## src/rtl/seq_detector_pkg.sv

```systemverilog
// Shared types and helpers for the serial pattern detector.
//   state_e     : detector FSM states
//   fill_cnt_w  : width of a counter that must reach PATTERN_LEN inclusive
package seq_detector_pkg;

  typedef enum logic [1:0] {
    ST_IDLE  = 2'd0,
    ST_FILL  = 2'd1,
    ST_ARMED = 2'd2
  } state_e;

  function automatic int fill_cnt_w(input int len);
    return $clog2(len + 1);
  endfunction

endpackage

```

## src/rtl/seq_detector_if.sv

```systemverilog
// Sample/result bundle for seq_detector.
//   clear       : synchronous flush of history and match count
//   in_valid    : qualifies the serial bit
//   in          : serial data bit
//   match       : one-cycle pulse per detected pattern
//   match_count : saturating match total
//   primed      : history holds a full pattern's worth of bits
// master = stream source, slave = detector.
interface seq_detector_if #(
  parameter int CNT_W = 8
);
  logic             clear;
  logic             in_valid;
  logic             in;
  logic             match;
  logic [CNT_W-1:0] match_count;
  logic             primed;

  modport master (output clear, in_valid, in, input  match, match_count, primed);
  modport slave  (input  clear, in_valid, in, output match, match_count, primed);
endinterface

```

## src/rtl/seq_detector_sat_counter.sv

```systemverilog
// Saturating up-counter.
//   clock, reset : rising-edge clock, async active-low reset
//   i_clr        : synchronous clear (wins over i_en)
//   i_en         : count one step
//   o_cnt        : count value, holds at all-ones
module sat_counter #(
  parameter int W = 8
) (
  input  logic         clock,
  input  logic         reset,
  input  logic         i_clr,
  input  logic         i_en,
  output logic [W-1:0] o_cnt
);

  logic [W-1:0] r_cnt;

  always_ff @(posedge clock or negedge reset) begin
    if (!reset)                 r_cnt <= '0;
    else if (i_clr)             r_cnt <= '0;
    else if (i_en && !(&r_cnt)) r_cnt <= r_cnt + 1'b1;
  end

  assign o_cnt = r_cnt;

endmodule

```

## src/rtl/seq_detector.sv

```systemverilog
// Serial bit-pattern detector with valid qualifier.
//   clock, reset : rising-edge clock, async active-low reset
//   bus          : seq_detector_if slave (clear/in_valid/in in,
//                  match/match_count/primed out)
// The newest bit enters history at bit 0, so PATTERN's MSB is the oldest bit.
// With OVERLAP=0 a match flushes history so the next match needs a full
// fresh pattern.
module seq_detector
  import seq_detector_pkg::*;
#(
  parameter int                     PATTERN_LEN = 4,
  parameter logic [PATTERN_LEN-1:0] PATTERN     = 4'b1011,
  parameter bit                     OVERLAP     = 1'b1,
  parameter int                     CNT_W       = 8
) (
  input  logic           clock,
  input  logic           reset,
  seq_detector_if.slave  bus
);

  localparam int             FW   = fill_cnt_w(PATTERN_LEN);
  localparam logic [FW-1:0]  FULL = FW'(PATTERN_LEN);

  logic [PATTERN_LEN-1:0] r_hist;
  logic [FW-1:0]          r_fill;
  logic                   r_match;
  logic                   r_primed;
  state_e                 r_state;

  logic [PATTERN_LEN-1:0] w_hist_nxt;
  logic [FW-1:0]          w_fill_nxt;
  logic                   w_sample;
  logic                   w_hit;
  logic                   w_flush;
  logic [PATTERN_LEN-1:0] w_hist_d;
  logic [FW-1:0]          w_fill_d;
  state_e                 w_state_nxt;
  logic [CNT_W-1:0]       w_count;

  // Candidate history/fill as if this sample were accepted.
  assign w_sample   = bus.in_valid && !bus.clear;
  assign w_hist_nxt = {r_hist[PATTERN_LEN-2:0], bus.in};
  assign w_fill_nxt = (r_fill == FULL) ? FULL : r_fill + 1'b1;
  assign w_hit      = w_sample && (w_hist_nxt == PATTERN) && (w_fill_nxt == FULL);
  assign w_flush    = w_hit && !OVERLAP;

  always_comb begin
    w_hist_d = r_hist;
    w_fill_d = r_fill;
    if (bus.clear || w_flush) begin
      w_hist_d = '0;
      w_fill_d = '0;
    end else if (w_sample) begin
      w_hist_d = w_hist_nxt;
      w_fill_d = w_fill_nxt;
    end
  end

  always_ff @(posedge clock or negedge reset) begin
    if (!reset) begin
      r_hist   <= '0;
      r_fill   <= '0;
      r_match  <= 1'b0;
      r_primed <= 1'b0;
    end else begin
      r_hist   <= w_hist_d;
      r_fill   <= w_fill_d;
      r_match  <= w_hit;
      r_primed <= (w_fill_d == FULL);
    end
  end

  // FSM: tracks fill progress; ARMED means every further sample can match.
  always_ff @(posedge clock or negedge reset) begin
    if (!reset) r_state <= ST_IDLE;
    else        r_state <= w_state_nxt;
  end

  always_comb begin
    w_state_nxt = r_state;
    if (bus.clear) begin
      w_state_nxt = ST_IDLE;
    end else if (w_sample) begin
      unique case (r_state)
        ST_IDLE:  w_state_nxt = (w_fill_d == FULL) ? ST_ARMED : ST_FILL;
        ST_FILL:  w_state_nxt = (w_fill_d == FULL) ? ST_ARMED : ST_FILL;
        ST_ARMED: w_state_nxt = w_flush ? ST_FILL : ST_ARMED;
        default:  w_state_nxt = ST_IDLE;
      endcase
    end
  end

  sat_counter #(.W(CNT_W)) u_cnt (
    .clock (clock),
    .reset (reset),
    .i_clr (bus.clear),
    .i_en  (w_hit),
    .o_cnt (w_count)
  );

  assign bus.match       = r_match;
  assign bus.match_count = w_count;
  assign bus.primed      = r_primed;

endmodule
```

## src/flat_wrapper.sv

```systemverilog
// flat-port wrapper written by rule: the top's interface ports become plain ports
module seq_detector_flat import seq_detector_pkg::*;
#(
  parameter int                     PATTERN_LEN = 4,
  parameter logic [PATTERN_LEN-1:0] PATTERN     = 4'b1011,
  parameter bit                     OVERLAP     = 1'b1,
  parameter int                     CNT_W       = 8
)
  (clock, reset, bus_clear, bus_in_valid, bus_in, bus_match, bus_match_count, bus_primed);
  seq_detector_if #(.CNT_W(CNT_W)) bus_i ();
  input  logic clock;
  input  logic reset;
  input wire logic [$bits(bus_i.clear)-1:0] bus_clear;
  input wire logic [$bits(bus_i.in_valid)-1:0] bus_in_valid;
  input wire logic [$bits(bus_i.in)-1:0] bus_in;
  output wire logic [$bits(bus_i.match)-1:0] bus_match;
  output wire logic [$bits(bus_i.match_count)-1:0] bus_match_count;
  output wire logic [$bits(bus_i.primed)-1:0] bus_primed;
  assign bus_i.clear = bus_clear;
  assign bus_i.in_valid = bus_in_valid;
  assign bus_i.in = bus_in;
  assign bus_match = bus_i.match;
  assign bus_match_count = bus_i.match_count;
  assign bus_primed = bus_i.primed;
  seq_detector #(.PATTERN_LEN(PATTERN_LEN), .PATTERN(PATTERN), .OVERLAP(OVERLAP), .CNT_W(CNT_W)) u_core (.clock(clock), .reset(reset), .bus(bus_i));
endmodule
```

## config.mk

```make
export PLATFORM = sky130hd
export DESIGN_NAME = seq_detector_flat
export DESIGN_NICKNAME = d
export VERILOG_FILES = /design/src/rtl/seq_detector_pkg.sv /design/src/rtl/seq_detector_if.sv /design/src/rtl/seq_detector_sat_counter.sv /design/src/rtl/seq_detector.sv /design/src/flat_wrapper.sv
export SDC_FILE = /design/constraint.sdc
export NUM_CORES = 1
export LEC_CHECK = 0
export CORE_ASPECT_RATIO = 1.1
export CORE_MARGIN = 2
export CORE_UTILIZATION = 51
export DETAILED_ROUTE_END_ITERATION = 8
export PLACE_DENSITY = 0.73
export SLEW_MARGIN = 25
export SYNTH_ARGS = -nofsm -noshare
export SYNTH_HDL_FRONTEND = slang
export SYNTH_HIERARCHICAL = 1
export SYNTH_SLANG_ARGS = --single-unit
```

## constraint.sdc

```tcl
create_clock -name clock -period 2.8 [get_ports clock]
set_input_delay 0.56 -clock clock [delete_from_list [all_inputs] [get_ports clock]]
set_output_delay 0.56 -clock clock [all_outputs]
set_load 0.01 [all_outputs]
```

# After elaboration in Yosys (flattened, before gate mapping)
# Cells that the tools add are included.
# classes
add_sub_neg,2
eq_ne,4
n_mux,7
reduce_logical,9
# ops
op,count
8-bit 2-to-1 mux,2
3-bit 2-to-1 mux,5
3-bit equality test (second input constant),3
8-bit by 1-bit adder with 8-bit output (second input constant),1
8-bit AND reduction,1
4-bit equality test (second input constant),1
1-bit logical AND,4
2-bit nonzero test,2
3-bit by 1-bit adder with 3-bit output (second input constant),1
1-bit zero test,2
# totals
register_bits,16
inputBits,5

# Depth between registers and ports, before layout
# logic_depth
word_depth,7
ltp_mapped,7
mapped_depth_nobuf,7

# Cells and area by module
# The synthesis kept the hierarchy.
# by_module_without_submodules
module,instances,cells_per_inst,area_per_inst_um2
sat_counter,1,47,505.5
seq_detector,1,37,401.6

# Least setup slack after synthesis
# No wires, ideal clock.
# synth_path
path_type,flip-flop to flip-flop
start,register u_core.r_fill[0]
end,register u_core.u_cnt.r_cnt[5] (netlist: u_core/u_cnt/o_cnt[5])
setup_ps,125
t_arrival_ps,2126
t_required_ps,2675
path_slack_ps,549
path_stages_with_launch,8
n_path_buf,0
synth_period_minus_slack_ps,2251
cell_sequence,dfrtp_1 -> inv_1 -> ha_1 -> or4b_1 -> a21oi_2 -> nand4_1 -> a211oi_2 -> mux2_4
# synth_between
elab_chain_cells,6
elab_cells_between_ends,7
cone_classes,add/sub (1); eq/ne (2); mux (1); reduce/logical (3)
# synth_lines
element,line_no,source
start: declaration,seq_detector.sv:25,logic [FW-1:0] r_fill;
start signal: assignment,seq_detector.sv:67,r_fill <= w_fill_d;
3-bit by 1-bit adder with 3-bit output or 3-bit equality test (tied branches),seq_detector.sv:43,assign w_fill_nxt = (r_fill == FULL) ? FULL : r_fill + 1'b1;
3-bit 2-to-1 mux (*),seq_detector.sv:43,
3-bit equality test (*),seq_detector.sv:44,assign w_hit = w_sample && (w_hist_nxt == PATTERN) && (w_fill_nxt == FULL);
1-bit logical AND (*),seq_detector.sv:44,
net u_core.w_hit,seq_detector.sv:33,logic w_hit;
1-bit logical AND (*),seq_detector_sat_counter.sv:21,else if (i_en && !(&r_cnt)) r_cnt <= r_cnt + 1'b1;
2-bit nonzero test (no line) (*),n/a,
end signal: assignment,seq_detector_sat_counter.sv:21,
end: declaration,seq_detector_sat_counter.sv:16,logic [W-1:0] r_cnt;
# The timed path passes the listed nets; every way through them passes the cells marked *.
# A chain may end at the register's enable or synchronous reset.

# Worst setup path in the final report
# layout_path
start,input bus_in
end,register u_core.u_cnt.r_cnt[5] (netlist: u_core/u_cnt/o_cnt[5])
# layout_between
elab_chain_cells,5
# layout_lines
element,line_no,source
start: declaration,flat_wrapper.sv:15,input wire logic [$bits(bus_i.in)-1:0] bus_in;
4-bit equality test,seq_detector.sv:44,
1-bit logical AND (2 in a row),seq_detector.sv:44,
net u_core.w_hit,seq_detector.sv:33,
1-bit logical AND,seq_detector_sat_counter.sv:21,
2-bit nonzero test (no line),n/a,
# The timed path passes the listed nets, and every way through them passes these cells.

==> results.sh <==
export IMPL_status="finished, final reports clean"
export IMPL_crit_path_cell_trace="clkdlybuf4s50_1 -> nand4b_1 -> or4b_1 -> a21oi_2 -> nand4_1 -> a211oi_2 -> mux2_4"
export IMPL_switchingPower_uw=95.68
export IMPL_synthesis_nets=92
export IMPL_fin_crit_sh_pct=86.02
export IMPL_final_core_util_pct=68.60
export IMPL_grt_pass1_wl_um=3022
export IMPL_port_buffers=14
export IMPL_vdd_drop_max_mv=0.2876
export IMPL_drv_slew=0
export IMPL_synth_compound_area_share_pct=12.14
export IMPL_fill_cells=137
export IMPL_cts_setup_buffers=0
export IMPL_cts_sinks=16
export IMPL_final_common_cell="dfrtp_1"
export IMPL_finalSetupTns_ps=0
export IMPL_drtAntennaViolNets=0
export IMPL_clock_root_buffer="clkbuf_4"
export IMPL_ys_top_cells_by_area="dfrtp_1, mux2i_1, mux2_4, ha_1, nor2_1"
export IMPL_core_region_area_sq_um=1614
export IMPL_start_kind="input pin"
export IMPL_num_vias=692
export IMPL_fin_nets=111
export IMPL_end_kind="flip-flop"
export IMPL_hp_class="flip-flop to flip-flop"
export IMPL_layout_drive_gt1_share_pct=16.67
export IMPL_wl_per_cell_um=15.27
export IMPL_multi_input_area_sq_um=475.5
export IMPL_r2r_slack_ps=430
export IMPL_synth_top_family_by_area="simple AND/OR/NAND/NOR gates"
export IMPL_chipWidth_um=44.21
export IMPL_yosys_area_share_simple_pct=20.83
export IMPL_cts_buffers_inserted=3
export IMPL_cts_hold_buf=0
export IMPL_crit_required_ps=2970
export IMPL_p_leak_uw=0.0004997
export IMPL_post_dp_hpwl_um=1320
export IMPL_cp_slowest_cell="or4b_1"
export IMPL_regArea_sq_um=400.4
export IMPL_initial_core_util_pct=56.20
export IMPL_synthDistinctLibCells=32
export IMPL_power_internal_uw=331.3
export IMPL_p_clk_share_pct=35.4
export IMPL_gp_congestion=0.7114
export IMPL_crit_path_max_incr_delay_ps=490
export IMPL_h_tree_depth=1
export IMPL_clk_pin_slew_ps=90
export IMPL_overflow=0
export IMPL_ys_warnings_count=6
export IMPL_crit_type="input pin to flip-flop"
export IMPL_vias_per_cell=5.815
export IMPL_drc_errors=0
export IMPL_yosys_register_bits=16
export IMPL_maxCapViolCount=0
export IMPL_synthXorXnorAreaFrac_pct=0.9655
export IMPL_area_growth_syn_to_layout_pct=22.07
export IMPL_routed_wl_um=1817
export IMPL_netlist_area_sq_um=907.1
export IMPL_die_y_um=48.23
export IMPL_dp_cells=115
export IMPL_mostFrequentLayoutCells="dfrtp_1, clkdlybuf4s50_1, nor2_1"
export IMPL_tightest_slew_ps=721.9
export IMPL_hold_viol_final=0
export IMPL_dr_pass1_iters=5
export IMPL_whs_ps=548.3
export IMPL_crit_arrival_ps=2580
export IMPL_fmax_mhz=415.2
export IMPL_muxShareOfSynthArea_pct=14.34
export IMPL_min_period_ps=2408
export IMPL_n_antenna_cell=0
export IMPL_max_slew_margin_pct=51.72
export IMPL_fp_dieArea_sq_um=2132
export IMPL_crit_fanout=2
export IMPL_cpLargestDelayFamily="simple AND/OR/NAND/NOR gates"
export IMPL_stdcell_count=119
export IMPL_cts_tree="yes"
export IMPL_synthAdderAreaFrac_pct=4.138
export IMPL_p_per_area_nw_per_um2=385.6
export IMPL_power_share_sequential_pct=55.7
export IMPL_netlist_area_leader_share_pct=44.14
export IMPL_clock_latency_ps=280
export IMPL_first_global_vias=690
export IMPL_ys_seq_area_share_pct=44.14
export IMPL_antenna_found_initial=0
export IMPL_grt_max_degree=20
export IMPL_grt_usage_pct=20.16
export IMPL_ctsResizeCount=0
export IMPL_path_buf_inv=1
export IMPL_p_sw_share_pct=22.41
export IMPL_rsz0062_at_grt="false"
export IMPL_setup_viol=0
export IMPL_syn_inst=84
export IMPL_clk_path_buf_depth=2
export IMPL_syn_area_per_cell_sq_um=10.80
export IMPL_ios=15
export IMPL_rows=15
export IMPL_skew_ps=1.310
export IMPL_total_power_uw=426.9
export IMPL_drt_iter0_markers=12
export IMPL_combPwrFrac_pct=8.9
export IMPL_yosysTopAreaCell="dfrtp_1"
==> synthesized netlist by cell type <==
cell type  count
dfrtp_1       16
nor2_1         9
mux2i_1        7
nand2_1        6
mux2_4         4
nor2b_1        4
a21oi_2        3
ha_1           3
inv_1          3
nand2b_1       3
a211oi_1       2
a21oi_1        2
and4_1         2
nand4_1        2
a211oi_2       1
a21bo_1        1
a21boi_0       1
a21boi_2       1
a311oi_1       1
a41oi_1        1
and2_1         1
and3_1         1
and3_2         1
buf_2          1
buf_6          1
clkbuf_1       1
nand3_1        1
nand4b_1       1
nor3_1         1
nor4bb_1       1
or4b_1         1
xor2_1         1
==> cells by family (layout without fill, tap and decap cells) <==
logic type,after synthesis,in the layout
AND/OR/NAND/NOR,34,34
flip-flops,16,16
AO/OA/AOI/OAI,13,13
multiplexers,11,11
buffers and inverters,6,24
adder cells (fa/ha/maj),3,3
XOR/XNOR,1,1
==> final cells by class <==
cell class / instances / share of cell area (%)
Clock buffer: 4 / 3.277
Inverter: 3 / 1.017
Multi-Input combinational cell: 62 / 42.94
Sequential cell: 16 / 36.16
Tap cell: 17 / 1.921
Timing Repair Buffer: 17 / 14.69
==> worst register-to-register path, stage by stage (launching register included) <==
cell      delay [ps]
dfrtp_1          390
inv_1             80
ha_1             310
or4b_1           520
a21oi_2          170
nand4_1          190
a211oi_2         270
mux2_4           320
==> power by group through the flow <==
stage / Combinational, uW / Clock [uW] / Sequential [uW]
2_1_floorplan: 20.3 / 0 / 242
3_3_place_gp: 37.2 / 0 / 242
3_5_place_dp: 39.1 / 0 / 243
4_1_cts: 39.2 / 157 / 238
5_1_grt: 43.9 / 168 / 239
6_report: 38.0 / 151 / 238
==> sequential cells by signal (all words and copies together), names as in the netlist <==
signal              count
u_core/u_cnt/o_cnt      8
u_core/r_fill           3
u_core/r_hist           3
u_core/bus.match        1
u_core/bus.primed       1
==> path summary, 6_finish.rpt <==
check / from / endpoint / depth (start not counted)
max in group asynchronous: reset / u_core/bus.primed / 1
worst max register to register: u_core/r_fill[0] / u_core/u_cnt/o_cnt[5] / 7
worst min register to register: u_core/r_hist[1] / u_core/r_hist[1] / 2
worst max-delay path: bus_in / u_core/u_cnt/o_cnt[5] / 7
min in group asynchronous: reset / u_core/u_cnt/o_cnt[1] / 1
worst min-delay path: u_core/r_hist[1] / u_core/r_hist[1] / 2
==> per-layer routing <==
| layer | track usage, % | part of all wire, % | vias up |
|---|---|---|---|
| met4 | 5.455 | 2.0 | 0 |
| met3 | 3.333 | 3.5 | 6 |
| met2 | 36.47 | 48 | 17 |
| met1 | 25.48 | 46 | 331 |
| li1 | - | - | 338 |
| met5 | 0 | 0 | - |
==> per-stage QoR <==
step           instance area, sq um  setup slack, ps
2_1_floorplan                 907.1            548.7
3_5_place_dp                   1071            93.29
5_1_grt                        1107            333.5
4_1_cts                        1107            392.9
6_report                       1107            391.6
3_3_place_gp                   1071            200.4
Note: power is estimated with default switching activity, not from simulation.
